File: config.mk
export PLATFORM = sky130hd
export DESIGN_NAME = maze_lookup_arbiter
export DESIGN_NICKNAME = d
export VERILOG_FILES = /design/src/rtl/maze_lookup_arbiter_pkg.sv /design/src/rtl/maze_lookup_arbiter_rr_priority_pick.sv /design/src/rtl/maze_lookup_arbiter.sv
export SDC_FILE = /design/constraint.sdc
export NUM_CORES = 1
export LEC_CHECK = 0
export ABC_AREA = 1
export CAP_MARGIN = 20
export CORE_MARGIN = 1.5
export CORE_UTILIZATION = 41
export CTS_BUF_LIST = sky130_fd_sc_hd__clkbuf_16
export DETAILED_ROUTE_END_ITERATION = 8
export PLACE_DENSITY = 0.85
export SYNTH_ARGS = -nofsm -noshare
export SYNTH_HDL_FRONTEND = slang
export SYNTH_SLANG_ARGS = --single-unit
export TNS_END_PERCENT = 100
File: constraint.sdc
create_clock -name clk -period 3.7 [get_ports clk]
set_input_delay 0.555 -clock clk [delete_from_list [all_inputs] [get_ports clk]]
set_output_delay 0.555 -clock clk [all_outputs]
set_load 0.03 [all_outputs]
File: src/rtl/maze_lookup_arbiter_pkg.sv
// Shared definitions for the sprite movement FSMs, the maze lookup block and
// the lookup arbiter: direction codes, coordinate width, requester ids, FSM states.
package maze_lookup_arbiter_pkg;

  localparam int CW = 10;
  localparam int ID_W = 3;

  localparam logic [3:0] DIR_L    = 4'b1000;
  localparam logic [3:0] DIR_R    = 4'b0100;
  localparam logic [3:0] DIR_U    = 4'b0010;
  localparam logic [3:0] DIR_D    = 4'b0001;
  localparam logic [3:0] DIR_NONE = 4'b0000;

  localparam int ID_PACMAN = 0;
  localparam int ID_GHOST0 = 1;
  localparam int ID_GHOST1 = 2;
  localparam int ID_GHOST2 = 3;
  localparam int ID_GHOST3 = 4;

  typedef enum logic [1:0] {
    ST_IDLE = 2'd0,
    ST_WAIT = 2'd1,
    ST_RESP = 2'd2
  } arb_state_e;

endpackage

File: src/rtl/maze_lookup_arbiter_rr_priority_pick.sv
// Combinational round-robin picker: first set request at or above rr_ptr,
// wrapping modulo N_REQ.
module rr_priority_pick #(
  parameter int N_REQ = 5,
  parameter int IDX_W = 3
) (
  input  logic [N_REQ-1:0] req,
  input  logic [IDX_W-1:0] rr_ptr,
  output logic [N_REQ-1:0] win_onehot,
  output logic [IDX_W-1:0] win_idx,
  output logic             any_req
);

  logic [IDX_W-1:0] pos;

  always_comb begin
    win_onehot = '0;
    win_idx    = '0;
    any_req    = 1'b0;
    pos        = '0;
    // Walk offsets from farthest to nearest so the nearest set bit wins last.
    for (int i = N_REQ - 1; i >= 0; i--) begin
      pos = IDX_W'((int'(rr_ptr) + i) % N_REQ);
      if (req[pos]) begin
        win_idx = pos;
        any_req = 1'b1;
      end
    end
    win_onehot[win_idx] = any_req;
  end

endmodule

File: src/rtl/maze_lookup_arbiter.sv
// Shares the single legal-moves maze lookup between Pac-Man and the ghosts:
// round-robin grant, registered lookup address, tagged legal-move response.
module maze_lookup_arbiter
  import maze_lookup_arbiter_pkg::*;
#(
  parameter int N_REQ      = 5,
  parameter int LOOKUP_LAT = 0,
  parameter int CW         = 10
) (
  input  logic                  clk,
  input  logic                  rst,
  input  logic [N_REQ-1:0]      req,
  input  logic [N_REQ*CW-1:0]   req_xpos,
  input  logic [N_REQ*CW-1:0]   req_ypos,
  input  logic [N_REQ*4-1:0]    req_dir,
  output logic [N_REQ-1:0]      gnt,
  output logic                  rsp_valid,
  output logic [2:0]            rsp_id,
  output logic [3:0]            rsp_moves,
  output logic [CW-1:0]         lk_xpos,
  output logic [CW-1:0]         lk_ypos,
  output logic [3:0]            lk_dir,
  input  logic [3:0]            lk_moves,
  output logic                  busy
);

  arb_state_e       state_q, state_d;
  logic [2:0]       rr_ptr_q, rr_ptr_d;
  logic [2:0]       win_id_q, win_id_d;
  logic [1:0]       cnt_q, cnt_d;
  logic [N_REQ-1:0] gnt_q, gnt_d;
  logic             rsp_valid_q, rsp_valid_d;
  logic [2:0]       rsp_id_q, rsp_id_d;
  logic [3:0]       rsp_moves_q, rsp_moves_d;
  logic [CW-1:0]    lk_xpos_q, lk_xpos_d;
  logic [CW-1:0]    lk_ypos_q, lk_ypos_d;
  logic [3:0]       lk_dir_q, lk_dir_d;

  logic [N_REQ-1:0] pick_onehot;
  logic [2:0]       pick_idx;
  logic             pick_any;

  rr_priority_pick #(
    .N_REQ (N_REQ),
    .IDX_W (3)
  ) u_pick (
    .req        (req),
    .rr_ptr     (rr_ptr_q),
    .win_onehot (pick_onehot),
    .win_idx    (pick_idx),
    .any_req    (pick_any)
  );

  always_comb begin
    state_d     = state_q;
    rr_ptr_d    = rr_ptr_q;
    win_id_d    = win_id_q;
    cnt_d       = cnt_q;
    gnt_d       = '0;
    rsp_valid_d = 1'b0;
    rsp_id_d    = rsp_id_q;
    rsp_moves_d = rsp_moves_q;
    lk_xpos_d   = lk_xpos_q;
    lk_ypos_d   = lk_ypos_q;
    lk_dir_d    = lk_dir_q;
    case (state_q)
      ST_IDLE: begin
        if (pick_any) begin
          lk_xpos_d = req_xpos[pick_idx*CW +: CW];
          lk_ypos_d = req_ypos[pick_idx*CW +: CW];
          lk_dir_d  = req_dir[pick_idx*4 +: 4];
          gnt_d     = pick_onehot;
          win_id_d  = pick_idx;
          cnt_d     = 2'(LOOKUP_LAT);
          rr_ptr_d  = (pick_idx == 3'(N_REQ - 1)) ? 3'd0 : pick_idx + 3'd1;
          state_d   = ST_WAIT;
        end
      end
      ST_WAIT: begin
        // Count down the lookup latency; sample the mask only once it is valid.
        if (cnt_q != 2'd0) begin
          cnt_d = cnt_q - 2'd1;
        end else begin
          rsp_moves_d = lk_moves;
          rsp_id_d    = win_id_q;
          rsp_valid_d = 1'b1;
          state_d     = ST_RESP;
        end
      end
      ST_RESP: begin
        state_d = ST_IDLE;
      end
      default: begin
        state_d = ST_IDLE;
      end
    endcase
  end

  always_ff @(posedge clk or posedge rst) begin
    if (rst) begin
      state_q     <= ST_IDLE;
      rr_ptr_q    <= '0;
      win_id_q    <= '0;
      cnt_q       <= '0;
      gnt_q       <= '0;
      rsp_valid_q <= 1'b0;
      rsp_id_q    <= '0;
      rsp_moves_q <= '0;
      lk_xpos_q   <= '0;
      lk_ypos_q   <= '0;
      lk_dir_q    <= '0;
    end else begin
      state_q     <= state_d;
      rr_ptr_q    <= rr_ptr_d;
      win_id_q    <= win_id_d;
      cnt_q       <= cnt_d;
      gnt_q       <= gnt_d;
      rsp_valid_q <= rsp_valid_d;
      rsp_id_q    <= rsp_id_d;
      rsp_moves_q <= rsp_moves_d;
      lk_xpos_q   <= lk_xpos_d;
      lk_ypos_q   <= lk_ypos_d;
      lk_dir_q    <= lk_dir_d;
    end
  end

  assign gnt       = gnt_q;
  assign rsp_valid = rsp_valid_q;
  assign rsp_id    = rsp_id_q;
  assign rsp_moves = rsp_moves_q;
  assign lk_xpos   = lk_xpos_q;
  assign lk_ypos   = lk_ypos_q;
  assign lk_dir    = lk_dir_q;
  assign busy      = (state_q != ST_IDLE);

endmodule

# After elaboration in Yosys (flattened, before gate mapping)
# Cells that the tools add are included.
[totals]
output_inout_bits = 38
reg_bits = 47
in_bits = 131
word_cells = 82
[classes]
multipliers = 1
order_cmp = 7
n_eq_ne = 5
n_shift = 3
n_div = 5
n_addsub = 6
muxes = 33
bitwise = 2
reduce_logical = 9
[ops]
columns = ["op", "n"]
rows = [
  ["$mod A32 B4 Y32 const B", 4],
  ["$shiftx A50 B8 Y10", 2],
  ["$mod A4 B4 Y32 const B", 1],
  ["$lt A3 B4 Y1 const B", 6],
  ["$shiftx A20 B6 Y4", 1],
  ["$mux W3", 6],
  ["$bmux W1 S3", 5],
  ["$mux W1", 13],
  ["$mux W5", 2],
  ["$add A3 B2 Y4 const B", 2],
  ["$mux W2", 4],
  ["$pmux W2 S2", 2],
  ["$mul A3 B3 Y6 const B", 1],
  ["$ne A2 B2 Y1 const B", 3],
  ["$reduce_and A2 Y1", 3],
  ["$reduce_bool A2 Y1", 3],
  ["$and A5 B5 Y5", 1],
  ["$add A3 B1 Y4 const B", 1],
  ["$add A3 B3 Y4 const B", 1],
  ["$add A3 B1 Y3 const B", 1],
  ["$demux W1 S3", 1],
  ["$eq A3 B3 Y1 const B", 1],
  ["$ge A3 B1 Y1 const B", 1],
  ["$reduce_and A3 Y1", 1],
  ["other kinds (5)", 5],
]

# Longest topological paths before layout
[logic_depth]
depth_word = 16
ltp_mapped = 31
mapped_depth_nobuf = 29

# Modules after synthesis
# Synthesis repeated with hierarchy kept, for this count alone.
[unflattened]
cells_unflattened = 634
area_unflattened_um2 = 4040.1
[by_module_without_submodules]
columns = ["mod", "area_per_inst_um2", "seq_area_each_um2", "cells_per_inst", "n_inst"]
rows = [
  ["maze_lookup_arbiter", 2766.4, 1176.1, 402, 1],
  ["rr_priority_pick", 1273.7, 0.0, 232, 1],
]

# Worst setup path after synthesis
# OpenSTA, ideal clock, no wires.
[synth_timing]
path_kind = "reg-to-reg"
startpoint = "reg rr_ptr_q[1]"
endpoint = "reg rr_ptr_q[2]"
stages_incl_launch_ff = 27
arrival_ps = 3775
n_path_buf = 1
required_time_ps = 3562
slack_ps = -213
setup_time_ps = 138
synth_period_minus_slack_ps = 3913
cell_sequence = "dfrtp_1 > inv_1 > ha_1 > nor2_1 > nor2_1 > a21oi_1 > xor2_1 > ha_1 > fa_1 > nand3_1 > nand2_1 > nand2_1 > nand2_1 > o211ai_1 > nand2_1 > nand2_1 > nand2_1 > inv_1 > nand3_1 > nand3_2 > nand2_1 > nand2_2 > buf_2 > ha_1 > inv_1 > a21oi_1 > a22oi_1"
[synth_via]
elab_chain_cells = 11
word_cells_on_any_way = 33
cone_classes = "add/sub (5); div (5); eq/ne (1); mux (21); reduce/logical (1)"
[synth_lines]
columns = ["element", "line", "source"]
rows = [
  ["start: declaration", "maze_lookup_arbiter.sv:28", "logic [2:0] rr_ptr_q, rr_ptr_d;"],
  ["start signal: assignment", "maze_lookup_arbiter.sv:114", "rr_ptr_q <= rr_ptr_d;"],
  ["$add A3 B3 Y4", "maze_lookup_arbiter_rr_priority_pick.sv:23", "pos = IDX_W'((int'(rr_ptr) + i) % N_REQ);"],
  ["$mod A32 B4 Y32", "maze_lookup_arbiter_rr_priority_pick.sv:23", ""],
  ["$bmux W1 S3", "maze_lookup_arbiter_rr_priority_pick.sv:24", "if (req[pos]) begin"],
  ["$mux W1 (implied by the code)", "maze_lookup_arbiter_rr_priority_pick.sv:24", ""],
  ["$mux W3 (5 in a row)", "maze_lookup_arbiter_rr_priority_pick.sv:24", ""],
  ["$add A3 B1 Y3 / $eq A3 B3 Y1 (equally long branches)", "maze_lookup_arbiter.sv:75", "rr_ptr_d = (pick_idx == 3'(N_REQ - 1)) ? 3'd0 : pick_idx + 3'd1;"],
  ["$mux W3", "maze_lookup_arbiter.sv:75", ""],
]
# Several ways; a longest one is shown, not always the timed one. The select of a mux whose other input is x is not followed.
# A chain may end at the register's enable or synchronous reset.

# Worst setup path after layout
[layout_timing]
startpoint = "reg rr_ptr_q[1]"
endpoint = "reg lk_ypos_q[8], in the netlist lk_ypos[8]"
[layout_via]
elab_chain_cells = 11
word_cells_on_any_way = 32
cone_classes = "add/sub (4); mul (1); div (5); shift (1); mux (20); reduce/logical (1)"
[layout_lines]
columns = ["element", "line", "source"]
rows = [
  ["$add A3 B3 Y4", "maze_lookup_arbiter_rr_priority_pick.sv:23", ""],
  ["$mod A32 B4 Y32", "maze_lookup_arbiter_rr_priority_pick.sv:23", ""],
  ["$bmux W1 S3", "maze_lookup_arbiter_rr_priority_pick.sv:24", ""],
  ["$mux W1 (implied by the code)", "maze_lookup_arbiter_rr_priority_pick.sv:24", ""],
  ["$mux W3 (5 in a row)", "maze_lookup_arbiter_rr_priority_pick.sv:24", ""],
  ["$mul A3 B3 Y6", "maze_lookup_arbiter.sv:70", "lk_ypos_d = req_ypos[pick_idx*CW +: CW];"],
  ["$shiftx A50 B8 Y10", "maze_lookup_arbiter.sv:70", ""],
  ["end signal: assignment", "maze_lookup_arbiter.sv:122", "lk_ypos_q <= lk_ypos_d;"],
  ["end: declaration", "maze_lookup_arbiter.sv:36", "logic [CW-1:0] lk_ypos_q, lk_ypos_d;"],
]
# Several ways; a longest one is shown, not always the timed one. The select of a mux whose other input is x is not followed.

==> flow_summary_export.csv <==
group,metric,value,unit
synth,syn_nets,850,
routing,dr.pass1.iters,5,
routing,drc,0,
synth,ys_warn_count,0,
synth,synth.ff_latch_count,47,
synth,synth_seq_area_share,27.2,%
clocking,htreeDepth,2,
sta,slew_headroom,68.7,%
setup_path,r2r_slack,-0.18,ns
routing,ant_nets,0,
placed_design,gpl.final_weighted_congestion,0.944,
sta,rsz0062_at_grt,"yes",
routing,drtIter0Drc,344,
placed_design,dp.cells,1008,
grt,grt_start_max_net_pins,48,
setup_path,cpPeakStageDelay,0.45,ns
sta,tightest_slew,0.464,ns
grt,overflow,0,
sta,hold_ws,0.473,ns
synth,syn_inst,695,
setup_path,r2r_end,"lk_ypos[8]",
final_layout,stdcell_count,1039,
outcome,violations,"negative setup slack",
die,die_area,0.0112,sq mm
final_layout,final_common_cell,"nand2_1",
setup_path,cp_cell_sequence,"inv_4 -> ha_4 -> nor2_4 -> nor2_2 -> a21oi_2 -> xor2_2 -> ha_2 -> fa_2 -> nand2_1 -> o21a_1 -> nand2_1 -> nor3_2 -> inv_1 -> nand2_4 -> inv_2 -> nand3_2 -> nand3_4 -> a21oi_4 -> buf_6 -> clkbuf_16 -> nand3_2 -> nand2_1 -> nand2_1 -> a21oi_1",
worst_hold_path,min_path_type,"primary input to asynchronous set/reset pin",
grt,track_usage,25.2,%
setup_path,critPathMaxFanout,5,
sta,hold_viol_final,0,
setup_path,endpoint_kind,"register",
grt,grt_first_pass_wirelength,22700,um
setup_path,worst_setup_path_start_kind,"register",
die,fp.dieW,106,um
sta,setup_viol,28,
die,rows,37,
setup_path,r2r_cells,24,
sta,layout_setup_ws,-0.177,ns
sta,post-route-period-util,105,%
sta,period_minus_slack,3.88,ns
clocking,clk_pin_slew,0.07,ns
clocking,cts_root_buf,"clkbuf_16",
job,maxCapViolations,0,
setup_path,crit_start,"rr_ptr_q[1]",
grt,grt_pass1_vias,4845,
clocking,cts_buffer_depth,2,
synth,ys_types,37,
sta,fmaxAchievable,258,MHz
clocking,clk_latency,0.29,ns
final_layout,most-common-layout-cells,"nand2_1, clkdlybuf4s50_1, inv_1, nand3_1, dfrtp_1",
routing,num_vias,5424,
placed_design,dpl.hpwl,10900,um
setup_path,arrival,4.09,ns
setup_path,r2r-start,"rr_ptr_q[1]",
setup_path,required,3.91,ns
routing,drt-total-wl,16700,um
die,fp.coreArea,0.0103,sq mm
routing,drt-vias-per-instance,5.22,
final_layout,nets,1057,
clocking,numCtsBuffers,5,
final_layout,area_growth,69.5,%
grt,antenna_found_initial,0,
setup_path,path_class,"register to register",
die,io_pins,169,
final_layout,drive_gt1_share,20.0,%
clocking,cts.sinks,47,
routing,post_drt_wl_per_cell,16.0,um
die,die-height,106,um
synth,synth_area_per_cell,6.21,sq um
synth,syn_area,0.00432,sq mm
sta,slew_viol_final,0,
setup_path,cpMostUsedCell,"nand2_1",
final_layout,postLayoutCoreUtil,71.2,%
final_layout,diodes,0,
placed_design,place_ws,-0.120,ns
clocking,cts_tree,"done",
die,initial_core_util,42.0,%
setup_path,crit_path_top_delay_cell,"dfrtp_1",
sta,skew,0.0104,ns
placed_design,io_buffers,168,
outcome,status,"finished, violations left",
==> cell type report <==
cell class	instances	area (sq um)
Inverter	127	489
Sequential cell	47	1180
Timing Repair Buffer	228	2370
Fill cell	785	2960
Clock buffer	5	125
Multi-Input combinational cell	493	2920
Tap cell	136	170
Clock inverter	3	63.8
==> stage by stage <==
stage                     setup TNS [ns]  cell area (sq um)
after floorplan                        0               4350
after global placement                 0               6370
after detailed placement           -1.84               6370
after CTS                              0               6600
after global routing               -8.76               7320
final                              -3.52               7320
==> Yosys cell counts <==
cell | n | area, sq um
a21oi_1 | 43 | 215
a21oi_2 | 1 | 8.76
a21oi_4 | 1 | 16.3
a22oi_1 | 1 | 7.51
a31o_2 | 1 | 8.76
and2_1 | 2 | 12.5
buf_1 | 1 | 3.75
buf_2 | 10 | 50.1
buf_4 | 3 | 22.5
buf_6 | 5 | 56.3
clkbuf_1 | 9 | 33.8
dfrtp_1 | 47 | 1180
fa_1 | 1 | 20.0
ha_1 | 23 | 288
inv_1 | 121 | 454
inv_2 | 6 | 22.5
nand2_1 | 200 | 751
nand2_2 | 11 | 68.8
nand2_4 | 2 | 22.5
nand3_1 | 129 | 646
nand3_2 | 3 | 30.0
nand3b_1 | 2 | 15.0
nand4_1 | 4 | 25.0
nand4_2 | 1 | 12.5
nor2_1 | 33 | 124
nor3_1 | 3 | 15.0
nor4_1 | 1 | 6.26
o211ai_1 | 3 | 22.5
o21a_1 | 1 | 7.51
o21ai_0 | 12 | 60.1
o21ai_1 | 4 | 20.0
o22ai_1 | 2 | 12.5
o31ai_1 | 1 | 7.51
or2_2 | 1 | 6.26
xnor2_1 | 1 | 8.76
xnor2_2 | 1 | 16.3
xor2_1 | 5 | 43.8
==> flip-flops by register name, indices dropped and copies added, names as in the netlist <==
signal	count
state_q	2
lk_ypos	10
rsp_id	3
rr_ptr_q	3
win_id_q	3
rsp_moves	4
cnt_q	2
gnt	5
lk_dir	4
lk_xpos	10
rsp_valid	1
==> logic make-up (layout without fill, tap and decap cells) <==
family                     after synthesis  count (layout)  share of synthesized area (%)
DFF                                     47              47                           27.2
xor gates and xnor gates                 7               7                           1.59
AOI/OAI and AO/OA                       70              70                           8.96
adders and majority gates               24              24                           7.13
and+or+nand+nor                        392             392                           40.2
buffers and inverters                  155             363                           14.9
==> worst max path at each step <==
stage                              to  slack (ns)  cells after the start
after floorplan           rr_ptr_q[2]       0.009                     26
after global placement     lk_ypos[1]        0.05                     26
after detailed placement   lk_ypos[2]       -0.12                     25
after CTS                   lk_dir[1]       0.004                     24
after global routing       lk_xpos[1]       -0.32                     25
final                      lk_ypos[8]       -0.18                     24
==> layer usage <==
layer | vias up | wire length, um | GRT usage [%]
met5 | - | 0 | 0
li1 | 2597 | - | -
met4 | 0 | 763 | 10.3
met1 | 2501 | 6510 | 31.2
met2 | 263 | 8030 | 42.7
met3 | 63 | 1380 | 5.38
==> critical path, delay by kind of cell (launching register included) <==
family | cells | cell delay (ns)
AND/OR/NAND/NOR | 11 | 1.01
adder cells (fa/ha/maj) | 3 | 0.89
AO/OA/AOI/OAI | 4 | 0.64
buffers and inverters | 5 | 0.58
flip-flops | 1 | 0.45
XOR/XNOR | 1 | 0.22
==> what timing repair did <==
| item | in CTS | in global routing |
|---|---|---|
| setup endpoints to repair | 33 | 38 |
| gates resized for setup | 4 | 113 |
| cloned | 0 | 6 |
| buffers inserted | 3 | 13 |
| hold buffers | 0 | 0 |
| pin swaps | 0 | 44 |
Power is left out: the tool's default activity adds up to more than one toggle a clock period on the data nets, which glitch-free logic cannot reach.
